### src/rtl/surf_id_pkg.sv
// surf_id_pkg: shared definitions for the SURF ID/control register reader.
// Register byte offsets within the ID/control target, the DNA latch command,
// the default DNA length and the state encodings of the reader and of its
// single-access bus engine.
package surf_id_pkg;

  localparam logic [10:0] ID_OFS       = 11'h000;
  localparam logic [10:0] VERSION_OFS  = 11'h004;
  localparam logic [10:0] DNA_OFS      = 11'h008;
  localparam logic [10:0] CTRLSTAT_OFS = 11'h00C;

  // Writing this word to the DNA register copies the device DNA into the
  // target's shift register; only the top byte lane carries the command bit.
  localparam logic [31:0] DNA_LATCH_WORD = 32'h8000_0000;
  localparam logic [3:0]  DNA_LATCH_SEL  = 4'b1000;

  localparam int DNA_BITS_DEFAULT = 96;

  typedef enum logic [2:0] {
    ST_IDLE,
    ST_RD_DEV,
    ST_RD_VER,
    ST_DNA_LATCH,
    ST_DNA_SHIFT,
    ST_DONE,
    ST_FAULT
  } state_e;

  typedef enum logic [1:0] {
    ACC_IDLE,
    ACC_WAIT,
    ACC_GAP
  } acc_state_e;

endpackage

### src/rtl/wb_single_access.sv
// wb_single_access: runs one Wishbone classic access at a time for the
// surf_id_reader sequencer. Bus signals are registered and held until the
// terminating cycle, then dropped for at least one idle cycle. A retry is
// reissued internally after that idle cycle; the caller only sees done/err.
// Optional ack watchdog: define SURF_ID_READER_TIMEOUT_EN.
module wb_single_access
  import surf_id_pkg::*;
#(
  parameter int TIMEOUT = 255
) (
  input  logic        clk,
  input  logic        rst_n,
  input  logic        req_i,
  input  logic        we_i,
  input  logic [10:0] adr_i,
  input  logic [31:0] dat_i,
  input  logic [3:0]  sel_i,
  output logic        idle_o,
  output logic        done_o,
  output logic        err_o,
  output logic [31:0] rdata_o,
  output logic        wb_cyc_o,
  output logic        wb_stb_o,
  output logic        wb_we_o,
  output logic [10:0] wb_adr_o,
  output logic [31:0] wb_dat_o,
  output logic [3:0]  wb_sel_o,
  input  logic [31:0] wb_dat_i,
  input  logic        wb_ack_i,
  input  logic        wb_err_i,
  input  logic        wb_rty_i
);

  acc_state_e  state_q, state_d;
  logic        active_q, active_d;
  logic        we_q, we_d;
  logic [10:0] adr_q, adr_d;
  logic [31:0] dat_q, dat_d;
  logic [3:0]  sel_q, sel_d;

  logic waiting;
  logic any_term;
  logic retry;
  logic timeout;

  assign waiting  = (state_q == ACC_WAIT);
  assign any_term = wb_ack_i | wb_err_i | wb_rty_i;

`ifdef SURF_ID_READER_TIMEOUT_EN
  localparam logic [7:0] WDOG_LAST = 8'(TIMEOUT - 1);

  logic [7:0] wdog_q, wdog_d;

  // Count stalled cycles while the strobe waits for any termination.
  always_comb begin
    wdog_d = 8'd0;
    if (waiting && !any_term) begin
      wdog_d = wdog_q + 8'd1;
    end
  end

  // Watchdog counter register.
  always_ff @(posedge clk or negedge rst_n) begin
    if (!rst_n) begin
      wdog_q <= 8'd0;
    end else begin
      wdog_q <= wdog_d;
    end
  end

  assign timeout = waiting && !any_term && (wdog_q == WDOG_LAST);
`else
  // Without the watchdog the limit has no effect and the access waits forever.
  assign timeout = 1'b0 && (TIMEOUT > 0);
`endif

  // Error beats ack; a stalled access that hits the limit counts as an error.
  assign err_o   = waiting & (wb_err_i | timeout);
  assign done_o  = waiting & wb_ack_i & ~wb_err_i;
  assign retry   = waiting & wb_rty_i & ~wb_ack_i & ~wb_err_i;
  assign idle_o  = (state_q == ACC_IDLE);
  assign rdata_o = wb_dat_i;

  assign wb_cyc_o = active_q;
  assign wb_stb_o = active_q;
  assign wb_we_o  = active_q & we_q;
  assign wb_adr_o = adr_q;
  assign wb_dat_o = dat_q;
  assign wb_sel_o = sel_q;

  // Accept a request when idle, release on termination, reissue after a retry gap.
  always_comb begin
    state_d  = state_q;
    active_d = active_q;
    we_d     = we_q;
    adr_d    = adr_q;
    dat_d    = dat_q;
    sel_d    = sel_q;
    case (state_q)
      ACC_IDLE: begin
        if (req_i) begin
          state_d  = ACC_WAIT;
          active_d = 1'b1;
          we_d     = we_i;
          adr_d    = adr_i;
          dat_d    = dat_i;
          sel_d    = sel_i;
        end
      end
      ACC_WAIT: begin
        if (done_o || err_o) begin
          state_d  = ACC_IDLE;
          active_d = 1'b0;
        end else if (retry) begin
          state_d  = ACC_GAP;
          active_d = 1'b0;
        end
      end
      ACC_GAP: begin
        state_d  = ACC_WAIT;
        active_d = 1'b1;
      end
      default: begin
        state_d  = ACC_IDLE;
        active_d = 1'b0;
      end
    endcase
  end

  // Bus-facing registers; reset drops the strobe immediately.
  always_ff @(posedge clk or negedge rst_n) begin
    if (!rst_n) begin
      state_q  <= ACC_IDLE;
      active_q <= 1'b0;
      we_q     <= 1'b0;
      adr_q    <= 11'h000;
      dat_q    <= 32'h0;
      sel_q    <= 4'h0;
    end else begin
      state_q  <= state_d;
      active_q <= active_d;
      we_q     <= we_d;
      adr_q    <= adr_d;
      dat_q    <= dat_d;
      sel_q    <= sel_d;
    end
  end

endmodule

### src/rtl/surf_id_reader.sv
// surf_id_reader: Wishbone initiator that reads DEVICE and VERSION from the
// SURF ID/control block, latches the device DNA and shifts it out one bit per
// read, presenting the results as registered outputs.
// Optional ack watchdog in the access engine: define SURF_ID_READER_TIMEOUT_EN.
module surf_id_reader
  import surf_id_pkg::*;
#(
  parameter logic [10:0] BASE_ADR   = 11'h000,
  parameter int          DNA_BITS   = DNA_BITS_DEFAULT,
  parameter bit          AUTO_START = 1'b1,
  parameter int          TIMEOUT    = 255
) (
  input  logic                wb_clk_i,
  input  logic                wb_rst_ni,
  input  logic                start_i,
  output logic                wb_cyc_o,
  output logic                wb_stb_o,
  output logic                wb_we_o,
  output logic [10:0]         wb_adr_o,
  output logic [31:0]         wb_dat_o,
  output logic [3:0]          wb_sel_o,
  input  logic [31:0]         wb_dat_i,
  input  logic                wb_ack_i,
  input  logic                wb_err_i,
  input  logic                wb_rty_i,
  output logic                busy_o,
  output logic                done_o,
  output logic                err_o,
  output logic [31:0]         device_o,
  output logic [31:0]         version_o,
  output logic [DNA_BITS-1:0] dna_o,
  output logic                dna_valid_o
);

  localparam logic [6:0] LAST_BIT = 7'(DNA_BITS - 1);

  state_e              state_q, state_d;
  logic                busy_q, busy_d;
  logic                done_q, done_d;
  logic                err_q, err_d;
  logic                dna_valid_q, dna_valid_d;
  logic                auto_q, auto_d;
  logic [31:0]         device_q, device_d;
  logic [31:0]         version_q, version_d;
  logic [DNA_BITS-1:0] dna_sr_q, dna_sr_d;
  logic [DNA_BITS-1:0] dna_q, dna_d;
  logic [6:0]          bit_cnt_q, bit_cnt_d;

  logic        acc_req;
  logic        acc_we;
  logic [10:0] acc_adr;
  logic [31:0] acc_dat;
  logic [3:0]  acc_sel;
  logic        acc_idle;
  logic        acc_done;
  logic        acc_err;
  logic [31:0] acc_rdata;
  logic        go;

  assign go = start_i | auto_q;

  wb_single_access #(
    .TIMEOUT (TIMEOUT)
  ) u_access (
    .clk      (wb_clk_i),
    .rst_n    (wb_rst_ni),
    .req_i    (acc_req),
    .we_i     (acc_we),
    .adr_i    (acc_adr),
    .dat_i    (acc_dat),
    .sel_i    (acc_sel),
    .idle_o   (acc_idle),
    .done_o   (acc_done),
    .err_o    (acc_err),
    .rdata_o  (acc_rdata),
    .wb_cyc_o (wb_cyc_o),
    .wb_stb_o (wb_stb_o),
    .wb_we_o  (wb_we_o),
    .wb_adr_o (wb_adr_o),
    .wb_dat_o (wb_dat_o),
    .wb_sel_o (wb_sel_o),
    .wb_dat_i (wb_dat_i),
    .wb_ack_i (wb_ack_i),
    .wb_err_i (wb_err_i),
    .wb_rty_i (wb_rty_i)
  );

  // Sequence the accesses; the first one is issued from IDLE so the strobe rises on the start edge.
  always_comb begin
    state_d     = state_q;
    busy_d      = busy_q;
    done_d      = done_q;
    err_d       = err_q;
    dna_valid_d = dna_valid_q;
    auto_d      = auto_q;
    device_d    = device_q;
    version_d   = version_q;
    dna_sr_d    = dna_sr_q;
    dna_d       = dna_q;
    bit_cnt_d   = bit_cnt_q;
    acc_req     = 1'b0;
    acc_we      = 1'b0;
    acc_adr     = BASE_ADR + ID_OFS;
    acc_dat     = 32'h0;
    acc_sel     = 4'hF;
    case (state_q)
      ST_IDLE: begin
        if (go) begin
          state_d     = ST_RD_DEV;
          busy_d      = 1'b1;
          done_d      = 1'b0;
          err_d       = 1'b0;
          dna_valid_d = 1'b0;
          auto_d      = 1'b0;
          bit_cnt_d   = 7'd0;
          acc_req     = 1'b1;
        end
      end
      ST_RD_DEV: begin
        acc_req = acc_idle;
        if (acc_err) begin
          state_d = ST_FAULT;
        end else if (acc_done) begin
          device_d = acc_rdata;
          state_d  = ST_RD_VER;
        end
      end
      ST_RD_VER: begin
        acc_adr = BASE_ADR + VERSION_OFS;
        acc_req = acc_idle;
        if (acc_err) begin
          state_d = ST_FAULT;
        end else if (acc_done) begin
          version_d = acc_rdata;
          state_d   = ST_DNA_LATCH;
        end
      end
      ST_DNA_LATCH: begin
        acc_adr = BASE_ADR + DNA_OFS;
        acc_we  = 1'b1;
        acc_dat = DNA_LATCH_WORD;
        acc_sel = DNA_LATCH_SEL;
        acc_req = acc_idle;
        if (acc_err) begin
          state_d = ST_FAULT;
        end else if (acc_done) begin
          bit_cnt_d = 7'd0;
          state_d   = ST_DNA_SHIFT;
        end
      end
      ST_DNA_SHIFT: begin
        acc_adr = BASE_ADR + DNA_OFS;
        acc_req = acc_idle;
        if (acc_err) begin
          state_d = ST_FAULT;
        end else if (acc_done) begin
          dna_sr_d = {acc_rdata[0], dna_sr_q[DNA_BITS-1:1]};
          if (bit_cnt_q == LAST_BIT) begin
            state_d = ST_DONE;
          end else begin
            bit_cnt_d = bit_cnt_q + 7'd1;
          end
        end
      end
      ST_DONE: begin
        done_d      = 1'b1;
        dna_valid_d = 1'b1;
        busy_d      = 1'b0;
        dna_d       = dna_sr_q;
        state_d     = ST_IDLE;
      end
      ST_FAULT: begin
        err_d   = 1'b1;
        busy_d  = 1'b0;
        state_d = ST_IDLE;
      end
      default: begin
        state_d = ST_IDLE;
        busy_d  = 1'b0;
      end
    endcase
  end

  // Sequencer state and captured identity registers.
  always_ff @(posedge wb_clk_i or negedge wb_rst_ni) begin
    if (!wb_rst_ni) begin
      state_q     <= ST_IDLE;
      busy_q      <= 1'b0;
      done_q      <= 1'b0;
      err_q       <= 1'b0;
      dna_valid_q <= 1'b0;
      auto_q      <= AUTO_START;
      device_q    <= 32'h0;
      version_q   <= 32'h0;
      dna_sr_q    <= '0;
      dna_q       <= '0;
      bit_cnt_q   <= 7'd0;
    end else begin
      state_q     <= state_d;
      busy_q      <= busy_d;
      done_q      <= done_d;
      err_q       <= err_d;
      dna_valid_q <= dna_valid_d;
      auto_q      <= auto_d;
      device_q    <= device_d;
      version_q   <= version_d;
      dna_sr_q    <= dna_sr_d;
      dna_q       <= dna_d;
      bit_cnt_q   <= bit_cnt_d;
    end
  end

  assign busy_o      = busy_q;
  assign done_o      = done_q;
  assign err_o       = err_q;
  assign dna_valid_o = dna_valid_q;
  assign device_o    = device_q;
  assign version_o   = version_q;
  assign dna_o       = dna_q;

endmodule

### config.mk
export PLATFORM = sky130hd
export DESIGN_NAME = surf_id_reader
export DESIGN_NICKNAME = d
export VERILOG_FILES = /design/src/rtl/surf_id_pkg.sv /design/src/rtl/wb_single_access.sv /design/src/rtl/surf_id_reader.sv
export SDC_FILE = /design/constraint.sdc
export NUM_CORES = 1
export LEC_CHECK = 0
export ABC_AREA = 1
export CORE_MARGIN = 2
export CORE_UTILIZATION = 45
export DETAILED_ROUTE_END_ITERATION = 8
export HOLD_SLACK_MARGIN = 0.08
export PLACE_DENSITY = 0.71
export SLEW_MARGIN = 20
export SYNTH_ARGS = -nofsm -noshare
export SYNTH_HDL_FRONTEND = slang
export SYNTH_SLANG_ARGS = --single-unit
### constraint.sdc
create_clock -name wb_clk_i -period 2 [get_ports wb_clk_i]
set_input_delay 0.3 -clock wb_clk_i [delete_from_list [all_inputs] [get_ports wb_clk_i]]
set_output_delay 0.3 -clock wb_clk_i [all_outputs]
set_load 0.005 [all_outputs]
After elaboration in Yosys (flattened, before gate mapping)

Index checks and enable logic that the tools add are counted.

Add/sub/neg operators: 1
Eq/ne operators: 22
Muxes and demuxes: 37
Bitwise operators: 12
Reductions and logical operators: 19

Operators by type and width:

| cell                                                  | count |
|---|---|
| two-way mux 7 bit                                     | 6 |
| two-way mux 3 bit                                     | 11 |
| two-way mux 32 bit                                    | 1 |
| case mux 7 bit (3 select lines)                       | 1 |
| case mux 3 bit (5 select lines)                       | 1 |
| inequality test 3 x 1 -> 1 bit, second input constant | 4 |
| AND reduction 2 bit                                   | 6 |
| inequality test 2 bit, second input constant          | 5 |
| equality test 3 bit, second input constant            | 3 |
| AND reduction 3 bit                                   | 3 |
| case mux 1 bit (2 select lines)                       | 4 |
| case mux 4 bit (2 select lines)                       | 1 |
| adder 7 x 1 -> 7 bit, second input constant           | 1 |
| bitwise AND 1 bit                                     | 7 |
| equality test 7 bit, second input constant            | 1 |
| two-way mux 1 bit                                     | 7 |
| AND reduction 7 bit                                   | 1 |
| equality test 3 x 2 -> 1 bit, second input constant   | 2 |
| two-way mux 2 bit                                     | 3 |
| case mux 2 bit (3 select lines)                       | 1 |
| AND reduction 6 bit                                   | 1 |
| inequality test 2 x 1 -> 1 bit, second input constant | 2 |
| NOT 1 bit                                             | 4 |
| nonzero test 2 bit                                    | 2 |
| 13 further kinds                                      | 13 |

Register bits after elaboration: 321
Bits of input ports: 38
Output and inout port bits: 214
Logic and storage cells: 107

Longest topological paths before layout

Gate-level depths: netlist of the first run.

Depth after elaboration: 7
Gate-level depth with buffers: 9
Gate-level depth less buffers: 9

By module

A second synthesis of the first run with hierarchy kept.

Cells, all modules: 1344
Area, all modules: 12659.6 sq um

Modules (own cells, without submodules):

| module           | instances | cells each | area an instance (sq um) |
|---|---|---|---|
| surf_id_reader   | 1         | 1079       | 10354.9 |
| wb_single_access | 1         | 265        | 2304.7 |

Worst setup path before layout of the first run

No wires, ideal clock.

Path type: flip-flop to flip-flop
Start point: register state_q[2]
End point: register device_q[23], in the netlist device_o[23]
Library setup time: 0.117 ns
Data arrival time: 1.250 ns
Data required time: 1.883 ns
Slack: 0.632 ns
Stages on the path, launching flop included: 8
Period minus slack after synthesis: 1.368 ns
Cell sequence: dfrtp_1 > inv_4 > nand3_1 > or2_1 > buf_6 > buf_6 > nand2_1 > o21ai_2

Cells in the longest elaborated chain, start to end: 2

RTL lines:

| what                                 | line                  | RTL |
|---|---|---|
| start: declaration                   | surf_id_reader.sv:37  | `state_e state_q, state_d;` |
| start signal: assignment             | surf_id_reader.sv:199 | `state_q <= state_d;` |
| equality test 3 x 1 -> 1 bit         | surf_id_reader.sv:106 | `case (state_q)` |
| AND reduction 3 bit (no source line) | n/a                   |  |
| end signal: assignment               | surf_id_reader.sv:205 | `device_q <= device_d;` |
| end: declaration                     | surf_id_reader.sv:43  | `logic [31:0] device_q, device_d;` |

No other way between the ends.
A chain may end at the register's enable or synchronous reset.

Worst setup path after layout of the first run

Start point: register u_access.active_q, in the netlist u_access.wb_cyc_o
End point: output wb_we_o

Cells in the longest elaborated chain, start to end: 1

RTL lines:

| what                     | line                    | RTL |
|---|---|---|
| start: declaration       | wb_single_access.sv:35  | `logic active_q, active_d;` |
| start signal: assignment | wb_single_access.sv:141 | `active_q <= active_d;` |
| bitwise AND 1 bit        | wb_single_access.sv:86  | `assign wb_we_o = active_q & we_q;` |
| end: declaration         | surf_id_reader.sv:18    | `output logic wb_we_o,` |

No other way between the ends.

==> reports/qor.yml, run 1 <==
ant_nets: 0
synth_edf_count: 0
final_cell_mix: "nand2_1 (314), dfrtp_1 (277), clkdlybuf4s50_1 (210), inv_1 (149), o21ai_0 (142)"
synth_area_leaders: "dfrtp_1 (61%), nand2_1 (10%), o21ai_0 (6.3%), inv_1 (5.0%), o21ai_1 (3.9%)"
gr-total-overflow: 0
vias_per_cell: 4.649
peakVddDrop_mv: 0.7489
worst_slack_ns: 0.1676
gp_congestion: 0.7829
place_hpwl_um: 15770
drt_wl_total_um: 23100
hold_path_class: "input pin to asynchronous set/reset pin"
h-tree-depth: 1
core_area_um2: 24460
drive_above_1_share_pct: 8.961
root_buffer: "clkbuf_16"
cap_violations: 0
fp.dieArea_um2: 26340
grt_max_degree: 67
arrival_ns: 1.53
synth_cells: 1171
run_status: "complete, no violations"
fmax_mhz: 545.7
crit_required_ns: 1.70
final_common_cell: "nand2_1"
setup_tns_ns: 0
synthesis.area_um2: 11280
grt_pass1_wl_um: 39010
report.final.slew_viol_count: 0
clk_pin_slew_ns: 0.07
drt_iter0_drc: 466
period_needed_ns: 1.832
io_buffers: 211
synth_warnings: 0
rsz0062_at_grt: "false"
async_flop_share_pct: 100.0
cts_num_sinks: 278
die_x_um: 162.3
cts_buffer_depth: 3
dr.pass1.iters: 5
final-setup-viol-count: 0
synth_area_leader_cell: "dfrtp_1"
synth.distinct_cells: 33
cts_inserted_buffers: 29
route.vias.total: 7991
worstSetupPathType: "flip-flop to output port"
p_leak_nw: 6.576
syn_area_per_cell_um2: 9.630
start_util_pct: 46.10
endpoint_kind: "output port"
crit_fanout: 4
grtUsageTotal_pct: 17.93
io_pins: 252
antenna_found_initial: 0
power_density_nw_per_um2: 1133
clk_latency_ns: 0.54
fp-row-count: 57
drc: 0
ys_seq_area_share_pct: 61.70
hold_violations: 0
start_kind: "flip-flop"
nets: 1412
fin_crit_sh_pct: 91.62
area_delta_synth_final_pct: 29.25
dp_slack_ns: 0.07512
ys.flop_type: "dfrtp_1"
grt_pass1_vias: 7886
synth_top_area_share_pct: 61.47
antenna_cells: 0
drt-wirelength-per-cell_um: 13.44
die_y_um: 162.3
cts_setup_buffers: 0
cts_tree: "done"
ctsResizeCount: 0
fin_skew_ns: 0.01259
ys_ff_latch: 278
==> metal layers <==
layer | global-route usage, % | up-vias | share of wire, % | wire [um]
met2 | 28.20 | 216 | 45 | 10290
met3 | 5.771 | 31 | 8.1 | 1880
met5 | 0 | - | 0 | 0
li1 | - | 3991 | - | -
met4 | 4.264 | 0 | 2.4 | 548
met1 | 24.38 | 3753 | 45 | 10380
==> power by group <==
part	leakage, nW	switching, mW	internal [mW]	total [mW]
Clock	0.518	2.22	3.70	5.92
Combinational	2.27	1.83	1.92	3.75
Sequential	3.79	0.488	6.35	6.84
Total	6.58	4.53	12.0	16.5
==> cell usage after synthesis, types with 2 or more instances <==
master and instances:
nand2_1 314, dfrtp_1 277, inv_1 149, o21ai_0 142, o21ai_1 87, buf_4 56
o21ai_2 32, nand3_1 21, buf_6 19, buf_2 17, nor2_1 17, clkbuf_1 8
inv_2 5, a21oi_1 3, nand2_2 3, nand2_4 2, nand4_1 2, nor2_4 2
==> cell type report <==
type | instances | area, um^2
multi-input combinational | 677 | 3153
timing repair buffer | 232 | 2402
tap | 324 | 405.4
clock buffer | 39 | 833.3
fill | 2090 | 9887
inverter | 155 | 584.3
clock inverter | 14 | 239.0
sequential | 278 | 6958
==> what timing repair did <==
item / in CTS / in global routing
endpoints found under the hold margin: 94 / 0
setup endpoints to repair: 0 / 0
hold buffers: 1 / 0
==> registers in the layout, indices dropped and copies added (netlist names), 2 cells and up <==
name,flops
device_o,32
dna_o,96
bit_cnt_q,7
u_access.wb_adr_o,2
version_o,32
u_access.state_q,2
u_access.wb_sel_o,2
state_q,3
dna_sr_q,96
==> critical path, stage by stage, from the launching register on <==
cell             delay, ns
dfrtp_1               0.40
nand2_1               0.07
inv_1                 0.05
clkdlybuf4s50_1       0.49
==> cells by family (layout without fill, tap and decap cells) <==
group / after synthesis / after routing / share of synthesized area [%]
simple gates: 367 / 367 / 13.14
other cells: 1 / 40 / 0.03325
fa+ha+maj: 1 / 1 / 0.1109
mux: 1 / 1 / 0.09985
buf+inv: 255 / 440 / 11.83
xor+xnor: 1 / 1 / 0.07768
flops: 278 / 278 / 61.70
compound gates: 267 / 267 / 13.01
==> through the flow <==
step | total power [mW] | cells | util [%] | hold slack (ns) | area, um^2
3_5_place_dp | 10.70 | 1665 | 55.16 | 0.2490 | 13490
5_1_grt | 17.44 | 1719 | 59.58 | 0.2857 | 14580
3_3_place_gp | 10.64 | 1665 | 55.16 | 0.2427 | 13490
6_report | 16.51 | 1719 | 59.58 | 0.2671 | 14580
2_1_floorplan | 8.742 | 1210 | - | 0.004409 | 11420
4_1_cts | 16.71 | 1719 | 59.58 | 0.2630 | 14580
==> final timing paths <==
path,slack [ns],startpoint,cells after the start,end
hold / removal,0.27,wb_rst_ni,2,dna_o[6]$_DFFE_PN0P_
min in group wb_clk_i,0.33,wb_rty_i,3,u_access.state_q[1]$_DFFE_PN0P_
setup reg to reg,0.35,state_q[2]$_DFFE_PN0P_,6,device_o[13]$_DFFE_PN0P_
max in group asynchronous,0.98,wb_rst_ni,3,auto_q$_DFFE_PN1P_
setup / recovery,0.17,u_access.wb_cyc_o$_DFFE_PN0P_,3,wb_we_o
hold reg to reg,0.47,u_access.wb_sel_o[3]$_DFFE_PN0P_,1,u_access.wb_sel_o[3]$_DFFE_PN0P_
No activity file was read; power rests on OpenSTA's default activity.
==> run 2: changes to the inputs <==
--- a/config.mk
+++ b/config.mk
@@ -5,8 +5,7 @@
 export SDC_FILE = /design/constraint.sdc
 export NUM_CORES = 1
 export LEC_CHECK = 0
-export ABC_AREA = 1
-export CORE_MARGIN = 2
+export CORE_MARGIN = 8
 export CORE_UTILIZATION = 45
 export DETAILED_ROUTE_END_ITERATION = 8
 export HOLD_SLACK_MARGIN = 0.08
==> constraint.sdc (replaced) <==
create_clock -name wb_clk_i -period 1.8 [get_ports wb_clk_i]
set_input_delay 0.27 -clock wb_clk_i [delete_from_list [all_inputs] [get_ports wb_clk_i]]
set_output_delay 0.27 -clock wb_clk_i [all_outputs]
set_load 0.005 [all_outputs]
==> run 2 against run 1 <==
Against the previous run:
- core utilization increased by 0.81 points
- power increased by 5.3%
- global-route usage decreased by 1.2 points
- sequential share of layout area decreased by 0.065 points
- final area increased by 0.17%
- largest cell class unchanged
==> reports/qor.yml, run 2 <==
run_status: "complete, no violations"
rsz0062_at_grt: "true"
synth.distinct_cells: 46
fp.dieArea_um2: 29710
fp-row-count: 57
drt-wirelength-per-cell_um: 16.41
cts_num_sinks: 278
path_delay_family: "buffers and inverters"
critPathLaunch: "dna_o[93]$_DFFE_PN0P_"
syn_area_per_cell_um2: 12.09
netlist_top_cells_count: "nand2_1 (300), dfrtp_1 (277), mux2_2 (161), buf_4 (46), buf_2 (33)"
synth_top_area_share_pct: 63.00
synthesis.area_um2: 11000
drt_iter0_drc: 501
area_delta_synth_final_pct: 32.69
crit_fanout: 2
drt_wl_total_um: 24530
p_leak_nw: 7.397
hold_violations: 0
final-setup-viol-count: 0
period_needed_ns: 1.735
dpl_cell_area_um2: 13660
ant_nets: 0
die_x_um: 172.4
route.vias.total: 7234
antenna_cells: 0
multi_input_area_um2: 3652
cap_violations: 0
grt_max_degree: 60
crit_path_top_delay_cell: "clkdlybuf4s50_1"
register_area_um2: 6960
nets: 1191
place_hpwl_um: 17230
synth_warnings: 0
peakVddDrop_mv: 1.069
start_util_pct: 45.51
dr.pass1.iters: 5
report.final.slew_viol_count: 0
drc: 0
async_flop_share_pct: 100.0
synth_area_leader_cell: "dfrtp_1"
start_kind: "flip-flop"
regToRegStartpoint: "bit_cnt_q[0]$_DFFE_PN0P_"
grtUsageTotal_pct: 16.73
vias_per_cell: 4.839
cts_buffer_depth: 3
core_area_um2: 24180
ys_seq_area_share_pct: 63.24
grt_pass1_wl_um: 40160
gr-total-overflow: 0
crit_required_ns: 1.53
final_cell_mix: "nand2_1 (299), dfrtp_1 (275), clkdlybuf4s50_1 (204), mux2_2 (161), conb_1 (40)"
synth_cells: 910
postLayoutCellArea_um2: 14600
io_buffers: 211
gp_congestion: 0.7938
grt_pass1_vias: 7665
cts_inserted_buffers: 29
drive_above_1_share_pct: 22.63
cp_slowest_stage_delay_ns: 0.52
utilization_pct: 60.39
antenna_found_initial: 0
ys_ff_latch: 278
cp_cell_sequence: "clkdlybuf4s50_1"
clk_latency_ns: 0.55
h-tree-depth: 1
fmax_mhz: 576.5
yosysMostFrequentCell: "nand2_1"
clk_pin_slew_ns: 0.06
cts_setup_buffers: 0
critical_path_buf_inv_count: 1
worstSetupPathType: "flip-flop to output port"
hold_path_class: "input pin to asynchronous set/reset pin"
final_common_cell: "nand2_1"
power_density_nw_per_um2: 1192
root_buffer: "clkbuf_16"
fill_cells: 1948
ys.flop_type: "dfrtp_1"
die_y_um: 172.4
holdWs_ns: 0.1902
synth_area_leaders: "dfrtp_1 (63%), mux2_2 (16%), nand2_1 (10%), buf_4 (3.1%), buf_2 (1.5%)"
io_pins: 252
cts_tree: "done"
arrival_ns: 1.46
endpoint_kind: "output port"
fin_skew_ns: 0.01165
synth_edf_count: 0
fin_crit_sh_pct: 96.37
[run 2: cell count changes in the layout (fill, tap and decap cells not counted), moves of 5 or more]
cell | previous run | this run
a31oi_1 | 0 | 5
inv_1 | 149 | 6
nand2_1 | 314 | 299
o21ai_2 | 32 | 0
o21ai_1 | 87 | 1
nand3_1 | 20 | 4
buf_4 | 10 | 32
o21ai_0 | 142 | 9
bufinv_16 | 6 | 1
clkdlybuf4s50_1 | 210 | 204
a21oi_1 | 3 | 8
nor2_1 | 17 | 7
mux2_2 | 1 | 161
[run 2: path summary, 6_finish.rpt]
kind                            slack, ns                         endpoint  cells past startpoint
min in group wb_clk_i                0.33  u_access.state_q[1]$_DFFE_PN0P_                      2
worst min-delay path                 0.19            dna_o[65]$_DFFE_PN0P_                      2
worst max register to register       0.09           state_q[0]$_DFFE_PN0P_                      5
max in group asynchronous            0.97            dna_o[44]$_DFFE_PN0P_                      3
worst min register to register       0.47          dna_sr_q[0]$_DFFE_PN0P_                      2
worst max-delay path                 0.07                        dna_o[93]                      1
[run 2: metrics by stage]
| stage | total power [mW] | instances | setup TNS [ns] | worst slack [ns] |
|---|---|---|---|---|
| final | 17.40 | 1495 | 0 | 0.06533 |
| after global routing | 18.28 | 1495 | -0.03430 | -0.03430 |
| after CTS | 17.63 | 1495 | 0 | 0.01779 |
| after detailed placement | 11.83 | 1444 | -7.549 | -0.2446 |
| after global placement | 11.79 | 1444 | -4.166 | -0.2035 |
| after floorplan | 9.349 | 949 | 0 | 0.1249 |
[run 2: kinds of logic after synthesis]
kind of cell / count (synthesis) / synth area share [%]
buffers and inverters: 93 / 5.254
AND/OR/NAND/NOR: 335 / 12.38
AO/OA/AOI/OAI: 36 / 2.013
flip-flops: 278 / 63.24
adder cells (fa/ha/maj): 1 / 0.1137
multiplexers: 166 / 16.97
other: 1 / 0.03408
[run 2: routing by layer]
layer / wire length [um] / global-route usage [%]
met5: 0 / 0
met3: 3004 / 8.219
met4: 509 / 4.273
met2: 11020 / 26.06
met1: 9996 / 20.50
[run 2: cell type report]
cell class | instances | share of cell area [%]
Clock buffer | 41 | 5.622
Clock inverter | 9 | 0.5485
Sequential cell | 278 | 47.67
Tap cell | 324 | 2.777
Multi-Input combinational cell | 578 | 25.01
Inverter | 7 | 0.1800
Timing Repair Buffer | 258 | 18.18
[run 2: power breakdown]
| part | leakage [nW] | switching, mW | internal, mW |
|---|---|---|---|
| Combinational | 3.18 | 1.54 | 2.55 |
| Sequential | 3.77 | 0.536 | 7.09 |
| Clock | 0.444 | 2.38 | 3.30 |
[run 2: timing repair]
| item | in CTS | in global routing |
|---|---|---|
| pin swaps | 0 | 0 |
| hold buffers | 1 | 0 |
| gates resized for setup | 4 | 8 |
| setup endpoints to repair | 5 | 79 |
| hold endpoints to repair | 277 | 0 |
